## src/rtl/debug_autobaud_pkg.sv

```systemverilog
// -----------------------------------------------------------------------------
// debug_autobaud_pkg
// Shared constants for the debug UART auto-baud logic:
//   - 3-bit FSM state encoding
//   - power-on divider for the debug baud generator
//   - number of quiet high clocks required before a sync byte is accepted
//   - rounding constant and shift for the divider calculation
// -----------------------------------------------------------------------------
package debug_autobaud_pkg;

  typedef logic [2:0] state_t;

  localparam state_t ST_IDLE       = 3'd0;
  localparam state_t ST_WAIT_IDLE  = 3'd1;
  localparam state_t ST_WAIT_START = 3'd2;
  localparam state_t ST_MEASURE    = 3'd3;
  localparam state_t ST_CHECK      = 3'd4;
  localparam state_t ST_SET        = 3'd5;
  localparam state_t ST_LOCKED     = 3'd6;
  localparam state_t ST_ERROR      = 3'd7;

  // Divider loaded at reset: 32*(12+1) = 416 clk per bit.
  localparam logic [6:0] DEFAULT_DIV = 7'h0C;

  // Line must be high this many consecutive clocks before a start bit counts.
  localparam int unsigned WAIT_IDLE_LEN = 16;

  // 8 bit times / 256 = one bit time / 32; adding half of 256 rounds to nearest.
  localparam int unsigned ROUND_CONST = 128;
  localparam int unsigned ROUND_SHIFT = 8;

endpackage

```

## src/rtl/debug_rx_sync.sv

```systemverilog
// -----------------------------------------------------------------------------
// debug_rx_sync
// Brings an asynchronous, idle-high serial line into the clk domain and
// produces a registered one-cycle pulse on every falling edge.
//   clk   in   system clock
//   rst   in   synchronous active-high reset (line forced to idle-high)
//   rx    in   asynchronous serial input
//   rx_s  out  synchronised line level
//   fall  out  1-cycle pulse, registered, one clock after rx_s goes low
// -----------------------------------------------------------------------------
module debug_rx_sync #(
  parameter int SYNC_STAGES = 2
) (
  input  logic clk,
  input  logic rst,
  input  logic rx,
  output logic rx_s,
  output logic fall
);

  logic [SYNC_STAGES-1:0] sync_q;
  logic                   rx_d;

  always_ff @(posedge clk) begin
    if (rst) begin
      sync_q <= '1;
      rx_d   <= 1'b1;
      fall   <= 1'b0;
    end else begin
      sync_q <= {sync_q[SYNC_STAGES-2:0], rx};
      rx_d   <= sync_q[SYNC_STAGES-1];
      // prev & ~cur, registered so downstream logic sees a clean flop output
      fall   <= rx_d & ~sync_q[SYNC_STAGES-1];
    end
  end

  assign rx_s = sync_q[SYNC_STAGES-1];

endmodule

```

## src/rtl/debug_autobaud.sv

```systemverilog
// -----------------------------------------------------------------------------
// debug_autobaud
// Measures a host-sent 0x55 sync byte on rx and derives the 7-bit divider for
// the debug baud generator (bit period = 32*(div+1) clk).
//   clk       in   system clock
//   rst       in   synchronous active-high reset
//   enable    in   level; rising edge arms a measurement, low aborts
//   rx        in   asynchronous serial input, idle high
//   baud_div  out  divider, held until the next successful lock
//   baud_set  out  1-cycle load strobe for the baud generator
//   busy      out  measurement in progress
//   locked    out  last measurement succeeded
//   err       out  last measurement failed
// -----------------------------------------------------------------------------
module debug_autobaud
  import debug_autobaud_pkg::*;
#(
  parameter int CNT_W       = 16,
  parameter int SYNC_STAGES = 2
) (
  input  logic       clk,
  input  logic       rst,
  input  logic       enable,
  input  logic       rx,
  output logic [6:0] baud_div,
  output logic       baud_set,
  output logic       busy,
  output logic       locked,
  output logic       err
);

  localparam int IW = CNT_W - 2;
  localparam logic [CNT_W-1:0] TOT_MAX = '1;

  state_t           state;
  state_t           state_nxt;
  logic             enable_d;
  logic             rx_s;
  logic             fall;
  logic [4:0]       idle_cnt;
  logic [2:0]       edge_n;
  logic [CNT_W-1:0] total_cnt;
  logic [IW-1:0]    intv_cnt;
  logic [IW-1:0]    intv_inc;
  logic [IW-1:0]    intv_min;
  logic [IW-1:0]    intv_max;
  logic [CNT_W-1:0] quot;
  logic [CNT_W-1:0] div_calc;
  logic             arm;
  logic             idle_done;
  logic             tot_sat;
  logic             last_fall;
  logic             check_bad;

  function automatic logic [IW-1:0] sat_inc(input logic [IW-1:0] v);
    return (v == '1) ? v : v + 1'b1;
  endfunction

  // Nearest-integer bit_time/32 from the 8-bit-time total; the sum is kept at
  // CNT_W bits on purpose.
  function automatic logic [CNT_W-1:0] round_quot(input logic [CNT_W-1:0] tot);
    logic [CNT_W-1:0] sum;
    sum = tot + CNT_W'(ROUND_CONST);
    return sum >> ROUND_SHIFT;
  endfunction

  debug_rx_sync #(
    .SYNC_STAGES(SYNC_STAGES)
  ) u_rx_sync (
    .clk (clk),
    .rst (rst),
    .rx  (rx),
    .rx_s(rx_s),
    .fall(fall)
  );

  assign arm       = enable & ~enable_d;
  assign idle_done = rx_s && (idle_cnt == 5'(WAIT_IDLE_LEN - 1));
  assign tot_sat   = (total_cnt == TOT_MAX - 1'b1);
  assign last_fall = fall && (edge_n == 3'd3);
  assign intv_inc  = sat_inc(intv_cnt);

  assign quot      = round_quot(total_cnt);
  assign div_calc  = quot - 1'b1;
  assign check_bad = (quot == '0)
                  || (div_calc > CNT_W'(127))
                  || ({2'b00, intv_max - intv_min} > (total_cnt >> 4));

  // State register
  always_ff @(posedge clk) begin
    if (rst) state <= ST_IDLE;
    else     state <= state_nxt;
  end

  // Next-state logic; dropping enable in any busy state aborts to IDLE.
  always_comb begin
    state_nxt = state;
    case (state)
      ST_IDLE:       if (arm) state_nxt = ST_WAIT_IDLE;
      ST_WAIT_IDLE:  if (!enable) state_nxt = ST_IDLE;
                     else if (idle_done) state_nxt = ST_WAIT_START;
      ST_WAIT_START: if (!enable) state_nxt = ST_IDLE;
                     else if (fall) state_nxt = ST_MEASURE;
      // Saturation takes priority over a coincident fall.
      ST_MEASURE:    if (!enable) state_nxt = ST_IDLE;
                     else if (tot_sat) state_nxt = ST_ERROR;
                     else if (last_fall) state_nxt = ST_CHECK;
      ST_CHECK:      if (!enable) state_nxt = ST_IDLE;
                     else if (check_bad) state_nxt = ST_ERROR;
                     else state_nxt = ST_SET;
      ST_SET:        if (!enable) state_nxt = ST_IDLE;
                     else state_nxt = ST_LOCKED;
      ST_LOCKED,
      ST_ERROR:      if (!enable) state_nxt = ST_IDLE;
      default:       state_nxt = ST_IDLE;
    endcase
  end

  // Output decode
  always_comb begin
    busy     = 1'b0;
    baud_set = 1'b0;
    case (state)
      ST_WAIT_IDLE, ST_WAIT_START, ST_MEASURE, ST_CHECK: busy = 1'b1;
      ST_SET: begin
        busy     = 1'b1;
        baud_set = enable;
      end
      default: ;
    endcase
  end

  // Control registers: status flags, divider, idle and edge counters
  always_ff @(posedge clk) begin
    if (rst) begin
      enable_d <= 1'b0;
      locked   <= 1'b0;
      err      <= 1'b0;
      baud_div <= DEFAULT_DIV;
      idle_cnt <= '0;
      edge_n   <= '0;
    end else begin
      enable_d <= enable;
      if (state == ST_IDLE && arm) begin
        locked <= 1'b0;
        err    <= 1'b0;
      end
      if (baud_set) begin
        baud_div <= div_calc[6:0];
        locked   <= 1'b1;
      end
      if (state_nxt == ST_ERROR && state != ST_ERROR) err <= 1'b1;

      // Counts consecutive high clocks; any low sample restarts the wait.
      if (state == ST_WAIT_IDLE && rx_s) idle_cnt <= idle_cnt + 5'd1;
      else                               idle_cnt <= '0;

      if (state == ST_WAIT_START)         edge_n <= '0;
      else if (state == ST_MEASURE && fall) edge_n <= edge_n + 3'd1;
    end
  end

  // Measurement datapath (not reset: always initialised in WAIT_START)
  always_ff @(posedge clk) begin
    if (state == ST_WAIT_START) begin
      total_cnt <= '0;
      intv_cnt  <= '0;
      intv_min  <= '1;
      intv_max  <= '0;
    end else if (state == ST_MEASURE) begin
      total_cnt <= (total_cnt == TOT_MAX) ? total_cnt : total_cnt + 1'b1;
      if (fall) begin
        // The captured value already includes the fall cycle, so the next
        // interval starts from zero and reaches 1 on the following clock.
        intv_cnt <= '0;
        if (intv_inc < intv_min) intv_min <= intv_inc;
        if (intv_inc > intv_max) intv_max <= intv_inc;
      end else begin
        intv_cnt <= intv_inc;
      end
    end
  end

endmodule

```

## config.mk

```make
export PLATFORM = sky130hd
export DESIGN_NAME = debug_autobaud
export DESIGN_NICKNAME = d
export VERILOG_FILES = /design/src/rtl/debug_autobaud_pkg.sv /design/src/rtl/debug_rx_sync.sv /design/src/rtl/debug_autobaud.sv
export SDC_FILE = /design/constraint.sdc
export NUM_CORES = 1
export LEC_CHECK = 0
export CAP_MARGIN = 20
export CORE_ASPECT_RATIO = 1.25
export CORE_MARGIN = 10
export CORE_UTILIZATION = 50
export CTS_BUF_LIST = sky130_fd_sc_hd__clkbuf_8 sky130_fd_sc_hd__clkbuf_16
export CTS_CLUSTER_SIZE = 10
export DETAILED_ROUTE_END_ITERATION = 16
export DONT_BUFFER_PORTS = 1
export HOLD_SLACK_MARGIN = 0.02
export PLACE_DENSITY = 0.66
export REMOVE_ABC_BUFFERS = 1
export SLEW_MARGIN = 20
export SYNTH_ARGS = -nofsm -noshare
export SYNTH_HDL_FRONTEND = slang
export SYNTH_SLANG_ARGS = --single-unit
```

## constraint.sdc

```tcl
create_clock -name clk -period 9 [get_ports clk]
set_input_delay 0.9 -clock clk [delete_from_list [all_inputs] [get_ports clk]]
set_output_delay 0.9 -clock clk [all_outputs]
set_load 0.02 [all_outputs]
```

==> impl_metrics.ini, run 1 <==
[outcome]
status = finished, final reports clean

[yosys]
syn-cell-area_um2 = 5515
syn_avg_cell_area_um2 = 8.220
synth_ff_type = dfxtp_1
seq_area_frac_synth = 0.3013
synthTopCellsByCount = dfxtp_1, nor2_1, nand2_1
yosysTopAreaCell = dfxtp_1
async_flop_share = 0
synth_top_area_frac = 0.3013
synth.area.top_cells = dfxtp_1, ha_1, nor2_1, nand2_1, mux2i_1
synth_most_common_cell = dfxtp_1
synth.distinct_cells = 64
synth_warnings = 0
ys_ff_latch = 83
synth_cells = 671
synth_edf_count = 0

[sta]
fin_crit_sh = 0.4655
slew_headroom = 0.4486
worst_pin_slew_ps = 827.1
tns_ps = 0
fin_skew_ps = 7.106
rsz0062_at_grt = false
drv_slew = 0
hold_viol = 0
finalSetupViolCount = 0
hold_slack_ps = 415.0
max_freq_mhz = 238.7
final.min_clock_period_ps = 4189

[die]
dieWidth_um = 113.9
start_util = 0.5170
coreArea_um2 = 10670
rows = 42
die_area_um2 = 15660
die_h_um = 137.4
ioPinCount = 15

[layout]
num_antenna_cells = 0
fin_area_um2 = 5907
nFillCells = 1003
fin_nets = 729
finalCoreUtilization = 0.5537
syn2layout_area_growth_pct = 7.101
drive_gt1_frac = 0.06147

[clock_tree]
cts_sinks = 83
clockRootBuffer = clkbuf_16
cts_tree = built
clock_latency_ps = 350
cts_resized = 0
holdBufCountCts = 0
cts_buffers = 9
htreeDepth = 3
postCtsSetupBuffers = 0
clk_transition_reported_paths_ps = 60
cts.path.max_buffers = 2

[global_route]
antenna_found_initial = 0
grt_pass1_wl_mm = 20.56
grt_pass1_vias = 4347
grt.total_usage = 0.1617
grt.overflow.total = 0
grt_max_degree = 21

[routing]
drt_iter0_drc = 299
ant_nets = 0
wire_per_inst_um = 15.30
viasPerCell = 5.698
drc = 0
dr.pass1.iters = 5
vias = 4553
routed_wl_mm = 12.23

[setup_path]
crit_type = register to register
startpoint_type = register
r2r-start = intv_cnt[0]$_SDFFE_PP0P_
endpoint_kind = register
cp_max_fo = 20
critPathLaunch = intv_cnt[0]$_SDFFE_PP0P_
required_ps = 9260
cp.arrival_ps = 4450

[worst_hold_path]
hp-start = u_rx_sync.rx_d$_SDFF_PP1_
hp-class = register to register

[placement]
gp_congestion = 0.8966
place_hpwl_mm = 9.610
port_buffers = 0
dpl_cell_area_um2 = 5585

[pwr]
ir_worst_vdd_uv = 81.14
pwr_density_cell_nw_per_um2 = 188.1
leakagePower_nw = 2.695

[job]
cap_violations = 0
## flip-flops by register name (all words and copies together), names as in the netlist
register,count
locked,1
state,3
edge_n,3
enable_d,1
intv_cnt,14
baud_div,7
intv_max,14
idle_cnt,5
err,1
intv_min,14
total_cnt,16
u_rx_sync.fall,1
u_rx_sync.sync_q,2
u_rx_sync.rx_d,1
## power by group
| group | switching, mW | leakage, nW | internal (mW) |
|---|---|---|---|
| logic | 0.168 | 1.87 | 0.133 |
| registers | 0.0269 | 0.675 | 0.400 |
| clock network | 0.158 | 0.146 | 0.225 |
| total | 0.353 | 2.70 | 0.758 |
## metal layers
metal / GRT usage / part of all wire / vias to the layer above
li1: - / - / 2331
met5: 0 / 0 / -
met4: 0.09066 / 0.037 / 0
met2: 0.2725 / 0.49 / 82
met1: 0.1843 / 0.42 / 2112
met3: 0.03742 / 0.046 / 28
## cell usage in the layout, fill, tap and decap left out, types with 8 or more instances in the layout
cell type / Yosys / routed
xor2_1: 13 / 13
xnor2_1: 24 / 24
nand2_1: 63 / 63
o21a_1: 8 / 8
nor2b_1: 9 / 9
nor2_1: 68 / 67
a21oi_1: 41 / 41
o21ai_0: 32 / 32
clkbuf_16: 0 / 9
inv_1: 61 / 61
mux2i_1: 23 / 23
or3_1: 10 / 10
ha_1: 62 / 62
dfxtp_1: 83 / 83
nand3_1: 21 / 21
nor3_1: 14 / 14
nand4_1: 14 / 14
## worst max-delay path, cell delays in order (launching register included)
cell	delay (ps)
dfxtp_1	480
ha_1	250
and2_0	310
nand4_4	250
and2_1	280
nand3_1	150
xor2_2	220
inv_1	100
ha_1	290
and4_1	210
or4b_2	650
o2111ai_4	630
mux2i_1	280
## final timing paths
check | end | slack, ps | depth (start not counted)
worst max-delay path | intv_min[10]$_SDFFE_PP1P_ | 4810 | 12
worst min-delay path | u_rx_sync.fall$_SDFF_PP0_ | 420 | 2
worst min register to register | u_rx_sync.fall$_SDFF_PP0_ | 420 | 2
worst max register to register | intv_min[10]$_SDFFE_PP1P_ | 4810 | 12
## logic make-up (layout without fill, tap and decap cells)
logic type | after synthesis | count (layout) | synth area share
compound gates | 134 | 134 | 0.1556
xor+xnor | 41 | 41 | 0.07260
fa+ha+maj | 63 | 63 | 0.1443
buf+inv | 83 | 79 | 0.06125
flops | 83 | 83 | 0.3013
mux | 24 | 24 | 0.04378
simple gates | 243 | 243 | 0.2212
## stage by stage
stage,setup slack [ps],std cells,power [mW]
after floorplan,5087,650,0.6651
after global placement,4679,783,0.7245
after global routing,4445,799,1.181
after detailed placement,4565,783,0.7348
final,4811,799,1.111
after CTS,4549,799,1.120
## area by class of cell
type | instances | area, um2 | share of cell area
sequential | 83 | 1662 | 0.2813
multi-input combinational | 505 | 3530 | 0.5975
tap | 132 | 165.2 | 0.02796
clock inverter | 6 | 71.32 | 0.01207
inverter | 62 | 232.7 | 0.03940
clock buffer | 10 | 239.0 | 0.04046
timing repair buffer | 1 | 7.507 | 0.001271
(Power assumes the default switching activity.)
==> run 2, diff against run 1 <==
Settings changed: PLACE_DENSITY 0.66 to 0.69.
Clock period 9 ns to 3.5 ns, I/O delays scaled along.
==> impl_metrics.ini, run 2 (synthesis gave the netlist of run 1 again) <==
[sta]
fin_crit_sh = 0.9579
finalSetupViolCount = 0
worst_pin_slew_ps = 860.3
max_freq_mhz = 298.3
fin_skew_ps = 7.558
hold_viol = 0
slew_headroom = 0.4265
drv_slew = 0
hold_slack_ps = 70.17
final.min_clock_period_ps = 3353

[routing]
drt_iter0_drc = 321
ant_nets = 0
drc = 0
routed_wl_mm = 12.82
vias = 4753
wire_per_inst_um = 15.38
dr.pass1.iters = 5
viasPerCell = 5.699

[pwr]
power_switching_mw = 0.9033
clock_power_share = 0.327
seqPwrFrac = 0.386
p_int_mw = 1.938
power.share.switching = 0.3179
pwr_density_cell_nw_per_um2 = 453.5
ir_worst_vdd_uv = 219.3
leakagePower_nw = 2.905
power_frac_comb = 0.288

[die]
die_area_um2 = 15660
start_util = 0.5170
die_h_um = 137.4
rows = 42
dieWidth_um = 113.9
coreArea_um2 = 10670
ioPinCount = 15

[global_route]
grt_pass1_vias = 4723
antenna_found_initial = 0
grt_max_degree = 21
grt_pass1_wl_mm = 21.51
grt.total_usage = 0.1665
grt.overflow.total = 0

[setup_path]
required_ps = 3670
startpoint_type = register
path_cells = and4_4 -> and3_4 -> nand4_4 -> and2_4 -> nand2_1 -> xor2_2 -> inv_1 -> ha_1 -> nand4_1 -> or4b_4 -> o22ai_1 -> nor3_1 -> o2111ai_2 -> clkbuf_16 -> o211ai_1
crit_type = register to register
cp_slowest_cell = or4b_4
critical_path_buf_inv_count = 2
r2r_slack_ps = 150
cp.arrival_ps = 3520
cp_max_fo = 6
endpoint_kind = register
slowest_delay_ps = 520
cp_top_family = simple AND/OR/NAND/NOR gates

[layout]
seq_area_um2 = 1662
nFillCells = 960
multiInputGateArea_um2 = 3601
fin_nets = 764
final_common_cell = dfxtp_1
drive_gt1_frac = 0.1225
syn2layout_area_growth_pct = 13.59
finalCoreUtilization = 0.5873
final_cell_mix = dfxtp_1, nor2_1, inv_1, nand2_1, ha_1
num_antenna_cells = 0
regMostFlops = total_cnt
largest_register_ffs = 16

[clock_tree]
htreeDepth = 3
clock_latency_ps = 340
cts_buffers = 9
clockRootBuffer = clkbuf_16
cts.path.max_buffers = 2
cts_sinks = 83
clk_transition_reported_paths_ps = 60
cts_tree = built

[job]
cap_violations = 0

[worst_hold_path]
hp-class = primary input to register

[placement]
place_hpwl_mm = 9.988
gp_congestion = 0.8973
port_buffers = 0

[outcome]
status = finished, final reports clean
run 2: final cells by class:
class	count	share of cell area
inverters	62	0.03715
flip-flops and latches	83	0.2652
clock buffers	9	0.03595
multi-input cells	505	0.5748
clock inverters	7	0.009986
repair buffers	36	0.05053
well taps	132	0.02636
run 2: worst paths after layout:
check / start / to / cells past startpoint
max: intv_cnt[6]$_SDFFE_PP0P_ / intv_min[0]$_SDFFE_PP1P_ / 15
min: rst / baud_div[4]$_SDFFE_PP0P_ / 1
max reg2reg: intv_cnt[6]$_SDFFE_PP0P_ / intv_min[0]$_SDFFE_PP1P_ / 15
min reg2reg: u_rx_sync.rx_d$_SDFF_PP1_ / u_rx_sync.fall$_SDFF_PP0_ / 2
run 2: power by group through the flow:
stage | registers [mW] | logic [mW] | clock network (mW)
2_1_floorplan | 1.10 | 0.610 | 0
3_3_place_gp | 1.11 | 0.772 | 0
3_5_place_dp | 1.11 | 0.793 | 0
6_report | 1.10 | 0.818 | 0.928
5_1_grt | 1.11 | 0.938 | 0.982
4_1_cts | 1.09 | 0.804 | 0.941
run 2: per-stage QoR:
step | instances | area [um2] | worst slack [ps] | setup TNS, ps | total power, mW
2_1_floorplan | 650 | 5410 | -412.9 | -6927 | 1.710
3_3_place_gp | 817 | 5866 | 101.5 | 0 | 1.883
3_5_place_dp | 817 | 5866 | -68.87 | -406.9 | 1.906
4_1_cts | 833 | 6161 | 14.42 | 0 | 2.838
5_1_grt | 834 | 6265 | -29.79 | -51.70 | 3.027
6_report | 834 | 6265 | 147.2 | 0 | 2.841
run 2: routing by layer:
| layer | share of wire | global-route usage | up-vias |
|---|---|---|---|
| met3 | 0.041 | 0.03220 | 38 |
| met5 | 0 | 0 | - |
| met4 | 0.041 | 0.09414 | 0 |
| met2 | 0.49 | 0.2918 | 99 |
| li1 | - | - | 2401 |
| met1 | 0.43 | 0.1838 | 2215 |
run 2: repair_timing:
| item | in CTS | in global routing |
|---|---|---|
| resized for setup | 4 | 17 |
| hold buffers | 0 | 0 |
| setup endpoints to repair | 14 | 30 |
| pin swaps | 0 | 10 |
| buffers inserted | 0 | 0 |
| gates cloned | 0 | 1 |
==> run 3, diff against run 2 <==
Settings changed: HOLD_SLACK_MARGIN 0.02 to 0.08.
==> impl_metrics.ini, run 3 (synthesis gave the netlist of run 1 again) <==
[worst_hold_path]
hp-class = primary input to register

[layout]
layout.cells.non_filler = 835
fin_nets = 765
final_cell_mix = dfxtp_1, nor2_1, inv_1, nand2_1, ha_1
final_common_cell = dfxtp_1
num_antenna_cells = 0
multiInputGateArea_um2 = 3601
seq_area_um2 = 1662
drive_gt1_frac = 0.1223
nFillCells = 959
syn2layout_area_growth_pct = 13.77
largest_register_ffs = 16
regMostFlops = total_cnt

[die]
ioPinCount = 15
start_util = 0.5170
die_area_um2 = 15660
rows = 42
dieWidth_um = 113.9
coreArea_um2 = 10670
die_h_um = 137.4

[sta]
tns_ps = 0
drv_slew = 0
finalSetupViolCount = 0
fin_crit_sh = 0.9579
max_freq_mhz = 298.3
worst_pin_slew_ps = 875.9
hold_viol = 0
hold_slack_ps = 86.16
fin_skew_ps = 7.271
slew_headroom = 0.4161
fin_ws_ps = 147.4
final.min_clock_period_ps = 3353

[setup_path]
startpoint_type = register
endpoint_kind = register
cp_max_fo = 6
cp.arrival_ps = 3520
crit_type = register to register
required_ps = 3670

[clock_tree]
clockRootBuffer = clkbuf_16
cts_buffers = 9
cts_tree = built
clock_latency_ps = 340
cts_sinks = 83
cts.path.max_buffers = 2
htreeDepth = 3
clk_transition_reported_paths_ps = 60

[global_route]
grt.total_usage = 0.1672
grt.overflow.total = 0
antenna_found_initial = 0
grt_max_degree = 20
grt_pass1_vias = 4737
grt_pass1_wl_mm = 21.60

[pwr]
ir_worst_vdd_uv = 219.2
power_frac_comb = 0.289
power_switching_mw = 0.9060
seqPwrFrac = 0.385
power.share.switching = 0.3185
p_int_mw = 1.939
pwr_density_cell_nw_per_um2 = 453.4
leakagePower_nw = 2.910
clock_power_share = 0.326

[routing]
vias = 4759
ant_nets = 0
dr.pass1.iters = 5
wire_per_inst_um = 15.45
drt_iter0_drc = 341
viasPerCell = 5.699
drc = 0
routed_wl_mm = 12.90

[placement]
port_buffers = 0
pre_cts_ws_ps = -68.87
placed_cells = 817
gp_congestion = 0.8973
place_hpwl_mm = 9.988

[job]
cap_violations = 0

[outcome]
status = finished, final reports clean
## run 3: worst max-delay path, stage by stage (launching register included)
cell       delay, ps
dfxtp_1          340
and4_4           230
and3_4           210
nand4_4          130
and2_4           220
nand2_1          100
xor2_2           160
inv_1            100
ha_1             310
nand4_1          140
or4b_4           520
o22ai_1          160
nor3_1            80
o2111ai_2        160
clkbuf_16        230
o211ai_1          80
## run 3: final cells by class
type / instances / area share
clock inverters: 7 / 0.009970
well taps: 132 / 0.02632
clock buffers: 9 / 0.03589
inverters: 62 / 0.03709
flip-flops and latches: 83 / 0.2648
repair buffers: 37 / 0.05204
multi-input cells: 505 / 0.5739
## run 3: repair_timing
item | CTS | global route
hold buffers | 1 | 0
gates resized for setup | 4 | 17
cloned | 0 | 1
hold endpoints to repair | 8 | 0
endpoints found under the setup margin | 14 | 30
pin swaps | 0 | 10
setup buffers | 0 | 0
## run 3: metal layers
metal	GRT usage	up-vias	share of wire
met1	0.1846	2219	0.43
met3	0.03220	37	0.039
met5	0	-	0
met2	0.2934	102	0.49
li1	-	2401	-
met4	0.09414	0	0.040
## run 3: path summary, 6_finish.rpt
check                         endpoint  cells after the start                       from  slack (ps)
min                state[1]$_SDFF_PP0_                      1                        rst          90
max           intv_min[0]$_SDFFE_PP1P_                     15   intv_cnt[6]$_SDFFE_PP0P_         150
min reg2reg  u_rx_sync.fall$_SDFF_PP0_                      2  u_rx_sync.rx_d$_SDFF_PP1_         410
max reg2reg   intv_min[0]$_SDFFE_PP1P_                     15   intv_cnt[6]$_SDFFE_PP0P_         150
## run 3: power by group through the flow
stage | clock, mW | combinational [mW] | sequential [mW]
floorplan | 0 | 0.610 | 1.10
global placement | 0 | 0.772 | 1.11
detailed placement | 0 | 0.793 | 1.11
CTS | 0.941 | 0.807 | 1.09
global route | 0.982 | 0.941 | 1.11
finish | 0.928 | 0.822 | 1.10
## run 3: stage by stage
| step | power, mW | area (um2) | utilization |
|---|---|---|---|
| floorplan | 1.710 | 5410 | - |
| global route | 3.029 | 6275 | 0.5882 |
| finish | 2.845 | 6275 | 0.5882 |
| global placement | 1.883 | 5866 | 0.5498 |
| CTS | 2.840 | 6171 | 0.5785 |
| detailed placement | 1.906 | 5866 | 0.5498 |
